<file path="src/rtl/stroke_draw_scheduler.sv">
// Stroke draw scheduler: turns tracked pen points into line-drawer segment jobs,
// paces the drawer's load/start/advance pulses and forwards range-filtered,
// de-duplicated pixel positions to the frame-buffer writer.
module stroke_draw_scheduler #(
  parameter int X_MAX     = 799,
  parameter int Y_MAX     = 599,
  parameter int MAX_STEPS = 1023
) (
  input  logic        clk,
  input  logic        rst,
  input  logic        pt_valid,
  output logic        pt_ready,
  input  logic [9:0]  pt_x,
  input  logic [9:0]  pt_y,
  input  logic        pt_new_stroke,
  input  logic [3:0]  cfg_point_size,
  input  logic        abort,
  output logic        dl_enable,
  output logic        dl_end_frame,
  output logic        dl_renew,
  output logic        dl_different_line,
  output logic [3:0]  dl_point_size,
  output logic [9:0]  dl_x1,
  output logic [9:0]  dl_y1,
  output logic [9:0]  dl_x2,
  output logic [9:0]  dl_y2,
  input  logic [9:0]  dl_x,
  input  logic [9:0]  dl_y,
  input  logic        dl_done,
  output logic        px_valid,
  input  logic        px_ready,
  output logic [9:0]  px_x,
  output logic [9:0]  px_y,
  output logic        busy,
  output logic [15:0] seg_count,
  output logic [15:0] drop_count,
  output logic        timeout_err
);

  localparam logic [9:0] X_LIM    = 10'(X_MAX);
  localparam logic [9:0] Y_LIM    = 10'(Y_MAX);
  localparam logic [9:0] STEP_LIM = 10'(MAX_STEPS);

  typedef enum logic [2:0] {
    IDLE    = 3'd0,
    LOAD    = 3'd1,
    START   = 3'd2,
    CAPTURE = 3'd3,
    WRITE   = 3'd4,
    RENEW   = 3'd5,
    FINISH  = 3'd6
  } state_t;

  state_t state, next_state;

  logic       ready_en;
  logic       have_prev;
  logic [9:0] prev_x, prev_y;
  logic [9:0] step_cnt;
  logic       done_r;
  logic       last_valid;
  logic [9:0] last_x, last_y;

  logic in_range, is_dup, write_pix, at_limit, accept;

  assign in_range  = (dl_x <= X_LIM) && (dl_y <= Y_LIM);
  assign is_dup    = last_valid && (dl_x == last_x) && (dl_y == last_y);
  assign write_pix = in_range && !is_dup;
  assign at_limit  = (step_cnt == STEP_LIM);
  assign accept    = pt_valid && pt_ready;
  assign busy      = (state != IDLE);

  // State register; reset returns to IDLE.
  always_ff @(posedge clk) begin
    if (rst) state <= IDLE;
    else     state <= next_state;
  end

  // Next-state and pulse outputs; abort forces IDLE and silences every pulse.
  always_comb begin
    next_state   = state;
    pt_ready     = 1'b0;
    dl_enable    = 1'b0;
    dl_end_frame = 1'b0;
    dl_renew     = 1'b0;
    px_valid     = 1'b0;
    case (state)
      IDLE: begin
        pt_ready = ready_en && !abort;
        if (pt_valid && ready_en && !abort) next_state = LOAD;
      end
      LOAD: begin
        dl_enable  = 1'b1;
        next_state = START;
      end
      START: begin
        dl_end_frame = 1'b1;
        next_state   = CAPTURE;
      end
      CAPTURE: begin
        if (write_pix)                next_state = WRITE;
        else if (dl_done || at_limit) next_state = FINISH;
        else                          next_state = RENEW;
      end
      WRITE: begin
        px_valid = 1'b1;
        if (px_ready) next_state = (done_r || at_limit) ? FINISH : RENEW;
      end
      RENEW: begin
        dl_renew   = 1'b1;
        next_state = CAPTURE;
      end
      FINISH: next_state = IDLE;
      default: next_state = IDLE;
    endcase
    if (abort) begin
      next_state   = IDLE;
      dl_enable    = 1'b0;
      dl_end_frame = 1'b0;
      dl_renew     = 1'b0;
      px_valid     = 1'b0;
    end
  end

  // Hold pt_ready low until the first clock after reset is released.
  always_ff @(posedge clk) begin
    if (rst) ready_en <= 1'b0;
    else     ready_en <= 1'b1;
  end

  // Latch segment endpoints and brush size when a point is accepted.
  always_ff @(posedge clk) begin
    if (rst) begin
      dl_x1             <= '0;
      dl_y1             <= '0;
      dl_x2             <= '0;
      dl_y2             <= '0;
      dl_point_size     <= '0;
      dl_different_line <= 1'b0;
    end else if (accept) begin
      dl_x2         <= pt_x;
      dl_y2         <= pt_y;
      dl_point_size <= cfg_point_size;
      if (!have_prev || pt_new_stroke) begin
        dl_x1             <= pt_x;
        dl_y1             <= pt_y;
        dl_different_line <= 1'b1;
      end else begin
        dl_x1             <= prev_x;
        dl_y1             <= prev_y;
        dl_different_line <= 1'b0;
      end
    end
  end

  // Remember the end of the last finished segment; abort breaks the stroke.
  always_ff @(posedge clk) begin
    if (rst) begin
      have_prev <= 1'b0;
      prev_x    <= '0;
      prev_y    <= '0;
    end else if (abort) begin
      have_prev <= 1'b0;
    end else if (state == FINISH) begin
      have_prev <= 1'b1;
      prev_x    <= dl_x2;
      prev_y    <= dl_y2;
    end
  end

  // Per-segment datapath: step counter, captured drawer state, last emitted pixel.
  always_ff @(posedge clk) begin
    if (rst) begin
      step_cnt   <= '0;
      done_r     <= 1'b0;
      last_valid <= 1'b0;
      last_x     <= '0;
      last_y     <= '0;
      px_x       <= '0;
      px_y       <= '0;
    end else if (!abort) begin
      case (state)
        START: begin
          step_cnt   <= '0;
          last_valid <= 1'b0;
        end
        CAPTURE: begin
          done_r <= dl_done;
          if (write_pix) begin
            px_x       <= dl_x;
            px_y       <= dl_y;
            last_x     <= dl_x;
            last_y     <= dl_y;
            last_valid <= 1'b1;
          end
        end
        RENEW: begin
          if (!at_limit) step_cnt <= step_cnt + 10'd1;
        end
        default: ;
      endcase
    end
  end

  // Status counters and the sticky watchdog flag.
  always_ff @(posedge clk) begin
    if (rst) begin
      seg_count   <= '0;
      drop_count  <= '0;
      timeout_err <= 1'b0;
    end else if (!abort) begin
      if (state == FINISH) begin
        seg_count <= seg_count + 16'd1;
        if (at_limit && !done_r) timeout_err <= 1'b1;
      end
      if (state == CAPTURE && !in_range && drop_count != 16'hFFFF)
        drop_count <= drop_count + 16'd1;
    end
  end

endmodule

</file>
<file path="config.mk">
export PLATFORM = sky130hd
export DESIGN_NAME = stroke_draw_scheduler
export DESIGN_NICKNAME = d
export VERILOG_FILES = /design/src/rtl/stroke_draw_scheduler.sv
export SDC_FILE = /design/constraint.sdc
export NUM_CORES = 1
export LEC_CHECK = 0
export BUFFER_PORTS_ARGS = -buffer_cell sky130_fd_sc_hd__buf_2
export CAP_MARGIN = 5
export CORE_ASPECT_RATIO = 0.7
export CORE_MARGIN = 5
export CORE_UTILIZATION = 53
export DETAILED_ROUTE_END_ITERATION = 16
export HOLD_SLACK_MARGIN = 0.12
export PLACE_DENSITY = 0.8
export SETUP_SLACK_MARGIN = 0.02
export SLEW_MARGIN = 30
export SYNTH_ARGS = -nofsm -noshare
export SYNTH_HDL_FRONTEND = slang
export SYNTH_SLANG_ARGS = --single-unit
</file>
<file path="constraint.sdc">
create_clock -name clk -period 2.17 [get_ports clk]
set_clock_uncertainty 0.05 [all_clocks]
set_input_delay 0.1085 -clock clk [delete_from_list [all_inputs] [get_ports clk]]
set_output_delay 0.1085 -clock clk [all_outputs]
set_load 0.005 [all_outputs]
</file>
==> reports/results.tsv <==
stage	metric	value	unit
min_path	min_path_cells	4	
synthesis	synth_cell_type_count	56	
sta	final_hold_viol_count	0	
synthesis	synth_top_area_cell	dfxtp_1	
critical_path	ff2ff_path_depth	7	
clock_tree	cts_tree	done	
synthesis	async_flop_share	0	%
detailed_routing	vias_per_cell	5.694	
critical_path	crit_fanout	33	
pwr	peakVddDrop	0.0006270	V
clock_tree	htreeDepth	4	
die	die_y	98.59	µm
die	coreArea	0.01097	mm²
sta	rsz0062_at_grt	yes	
detailed_routing	wl_per_cell	16.90	µm
synthesis	postSynthCellCount	710	
clock_tree	cts.sinks	135	
min_path	min_path_type	input pin to flip-flop	
pwr	power_frac_clock	49.7	%
min_path	worstHoldStart	px_ready	
clock_tree	clk_latency	400	ps
detailed_routing	vias	6104	
place	hpwlAfterDp	11340	µm
final_layout	nets	960	
synthesis	synth_top_area_share	45.48	%
critical_path	crit_arrival	2330	ps
die	dieArea	0.01346	mm²
global_route	grt_pass1_wl	28490	µm
die	initial_core_util	54.16	%
detailed_routing	wl	18110	µm
place	port_buffers	154	
pwr	power.leakage	3.322	nW
run	maxCapViolCount	0	
synthesis	synth.avg_cell_area	8.369	µm²
critical_path	r2r_slack	100	ps
clock_tree	cts_setup_buffers	0	
pwr	power_frac_comb	7.0	%
critical_path	r2r-end	dl_x1[5]	
clock_tree	clockBufferDepth	2	
place	placed_cells	992	
detailed_routing	drc_errors	0	
sta	max_slew_margin	58.38	%
final_layout	area_growth	35.23	%
detailed_routing	ant_nets	0	
pwr	power.net_switching	1.409	mW
critical_path	cp-start-kind	flip-flop	
clock_tree	cts_root_buffer	clkbuf_16	
synthesis	syn-num-nets	764	
sta	final-setup-viol-count	0	
sta	slew_violations	0	
final_layout	drive_gt1_share	24.37	%
sta	fin_ws	97.00	ps
clock_tree	path_clk_slew	60	ps
detailed_routing	drt_first_pass_iters	8	
synthesis	seq_area_frac_synth	45.48	%
synthesis	syn-cell-area	0.005942	mm²
detailed_routing	first_iter_violations	603	
pwr	p_per_area	731.0	mW/mm²
final_layout	post-route-util	73.24	%
pwr	sw_frac_of_total	24.00	%
critical_path	cp-end-kind	flip-flop	
sta	fin_crit	2073	ps
synthesis	ys_seq_elements	135	
die	die_w	136.6	µm
critical_path	cp_data_required_time	2420	ps
sta	finalCritPeriodShare	95.53	%
min_path	hold_end	state[1]	
sta	fmaxAchievable	482.4	MHz
clock_tree	numCtsBuffers	17	
global_route	grt_pass1_vias	5771	
die	ioPinCount	155	
sta	worst_pin_slew	608.6	ps
final_layout	stdcell_count	1072	
outcome	status	finished clean	
critical_path	r2r-start	state[0]	
global_route	gr-total-overflow	0	
synthesis	synthFlopType	dfxtp_1	
synthesis	yosys_warnings	0	
sta	tns	0	ps
synthesis	synth_area_leaders	dfxtp_1 45%, nand2_1 9.8%, mux2i_1 7.1%	
synthesis	synth_edf_count	0	
place	gp_congestion	0.9323	
pwr	seqPwrFrac	43.2	%
global_route	grt_max_degree	66	
place	dpl_worst_slack	70.58	ps
global_route	antenna_found_initial	0	
global_route	grt_use_total	26.18	%
critical_path	worstSetupPathType	flip-flop to flip-flop	
pwr	p_int	4.464	mW
die	fp-row-count	32	
final_layout	antenna_cells	0	
-- how the worst max path moves through the flow --
stage                     cells past startpoint          start              to
after global routing                          5       state[2]  drop_count[11]
after CTS                                     7  drop_count[0]   drop_count[5]
final                                         7       state[0]        dl_x1[5]
after floorplan                               7       state[2]  drop_count[10]
after detailed placement                      6  drop_count[0]  drop_count[11]
after global placement                        5       state[2]  drop_count[11]
-- sequential cells by signal, summed over array words and instances, names as in the netlist, 3 cells and up --
register / count
seg_count: 16
prev_x: 10
state: 3
dl_x1: 10
dl_point_size: 4
last_x: 10
dl_x2: 10
drop_count: 16
dl_y1: 10
dl_y2: 10
last_y: 10
prev_y: 10
step_cnt: 10
-- worst max-delay path: stages (launching register included) --
cell	delay, ps
dfxtp_1	310
buf_4	170
or3_1	400
nor3b_2	240
and2_2	240
buf_12	210
nor2_1	70
a211oi_1	260
-- synthesized netlist by cell type, types with 5 or more instances --
master    instances
dfxtp_1         135
nand4_1          17
mux2i_1          42
clkbuf_1         34
xor2_1           15
a21oi_1          66
xnor2_1          28
buf_2             7
o31ai_1           9
nand2_1         155
buf_1             5
nor2_1           66
or4_1             9
nor3_1           11
o21ai_1           5
nand2b_1          5
nand3_1          16
a211oi_1         25
-- cell usage in the layout (no fill, tap or decap), types with 3 or more instances in the layout --
cell and count:
nand2b_1 5, a211oi_1 24, inv_1 4, dfxtp_1 135
ha_1 3, mux2i_1 42, buf_2 153, dlygate4sd3_1 47
or4_1 9, or3_1 3, and3_1 3, xor2_1 15
a21oi_1 65, nor2_1 65, inv_6 6, clkbuf_16 18
nand3_1 16, nor3_1 11, buf_4 21, nand2_1 155
clkinvlp_4 3, xnor2_1 28, nand4_1 17, o21ai_1 5
o31ai_1 9, or2_2 4
-- power by group through the flow --
stage	combinational, mW	clock, mW	sequential (mW)
after detailed placement	0.323	0	2.59
after CTS	0.392	2.95	2.54
after global routing	0.449	3.07	2.54
after global placement	0.313	0	2.59
final	0.413	2.92	2.54
after floorplan	0.169	0	2.59
-- logic make-up after synthesis --
| kind of cell | after synthesis | share of synthesized area (%) |
|---|---|---|
| muxes | 44 | 7.454 |
| and+or+nand+nor | 310 | 23.73 |
| DFF | 135 | 45.48 |
| xor gates and xnor gates | 43 | 6.338 |
| adders and majority gates | 3 | 0.6318 |
| buffers and inverters | 52 | 3.558 |
| AOI/OAI and AO/OA | 123 | 12.80 |
-- per-stage QoR --
stage / hold WS [ps] / power [mW] / cell area, µm²
global placement: 299.7 / 2.904 / 6924
floorplan: 194.5 / 2.763 / 5942
global route: 184.2 / 6.061 / 8035
CTS: 140.1 / 5.885 / 7998
detailed placement: 307.6 / 2.916 / 6924
finish: 156.2 / 5.874 / 8035
-- per-layer routing --
layer  GRT usage [%]  vias to the layer above  part of all wire (%)
met1           33.41                     2882                    41
met3           5.510                       67                   7.5
met5               0                        -                     0
met4           13.17                        0                   3.8
li1                -                     2849                     -
met2           41.98                      306                    48
-- what timing repair did --
action / 4_1_cts / 5_1_grt
resized for setup: 0 / 2
hold buffers: 47 / 0
endpoints found under the hold margin: 72 / 0
setup endpoints to repair: 0 / 10
-- layout make-up --
type,instances,area [µm²]
Timing Repair Buffer,224,1459
Tap cell,153,191.4
Fill cell,788,2935
Sequential cell,135,2703
Clock buffer,18,439.2
Inverter,5,18.77
Clock inverter,14,163.9
Multi-Input combinational cell,523,3060
Power figures use the tool's default switching activity.
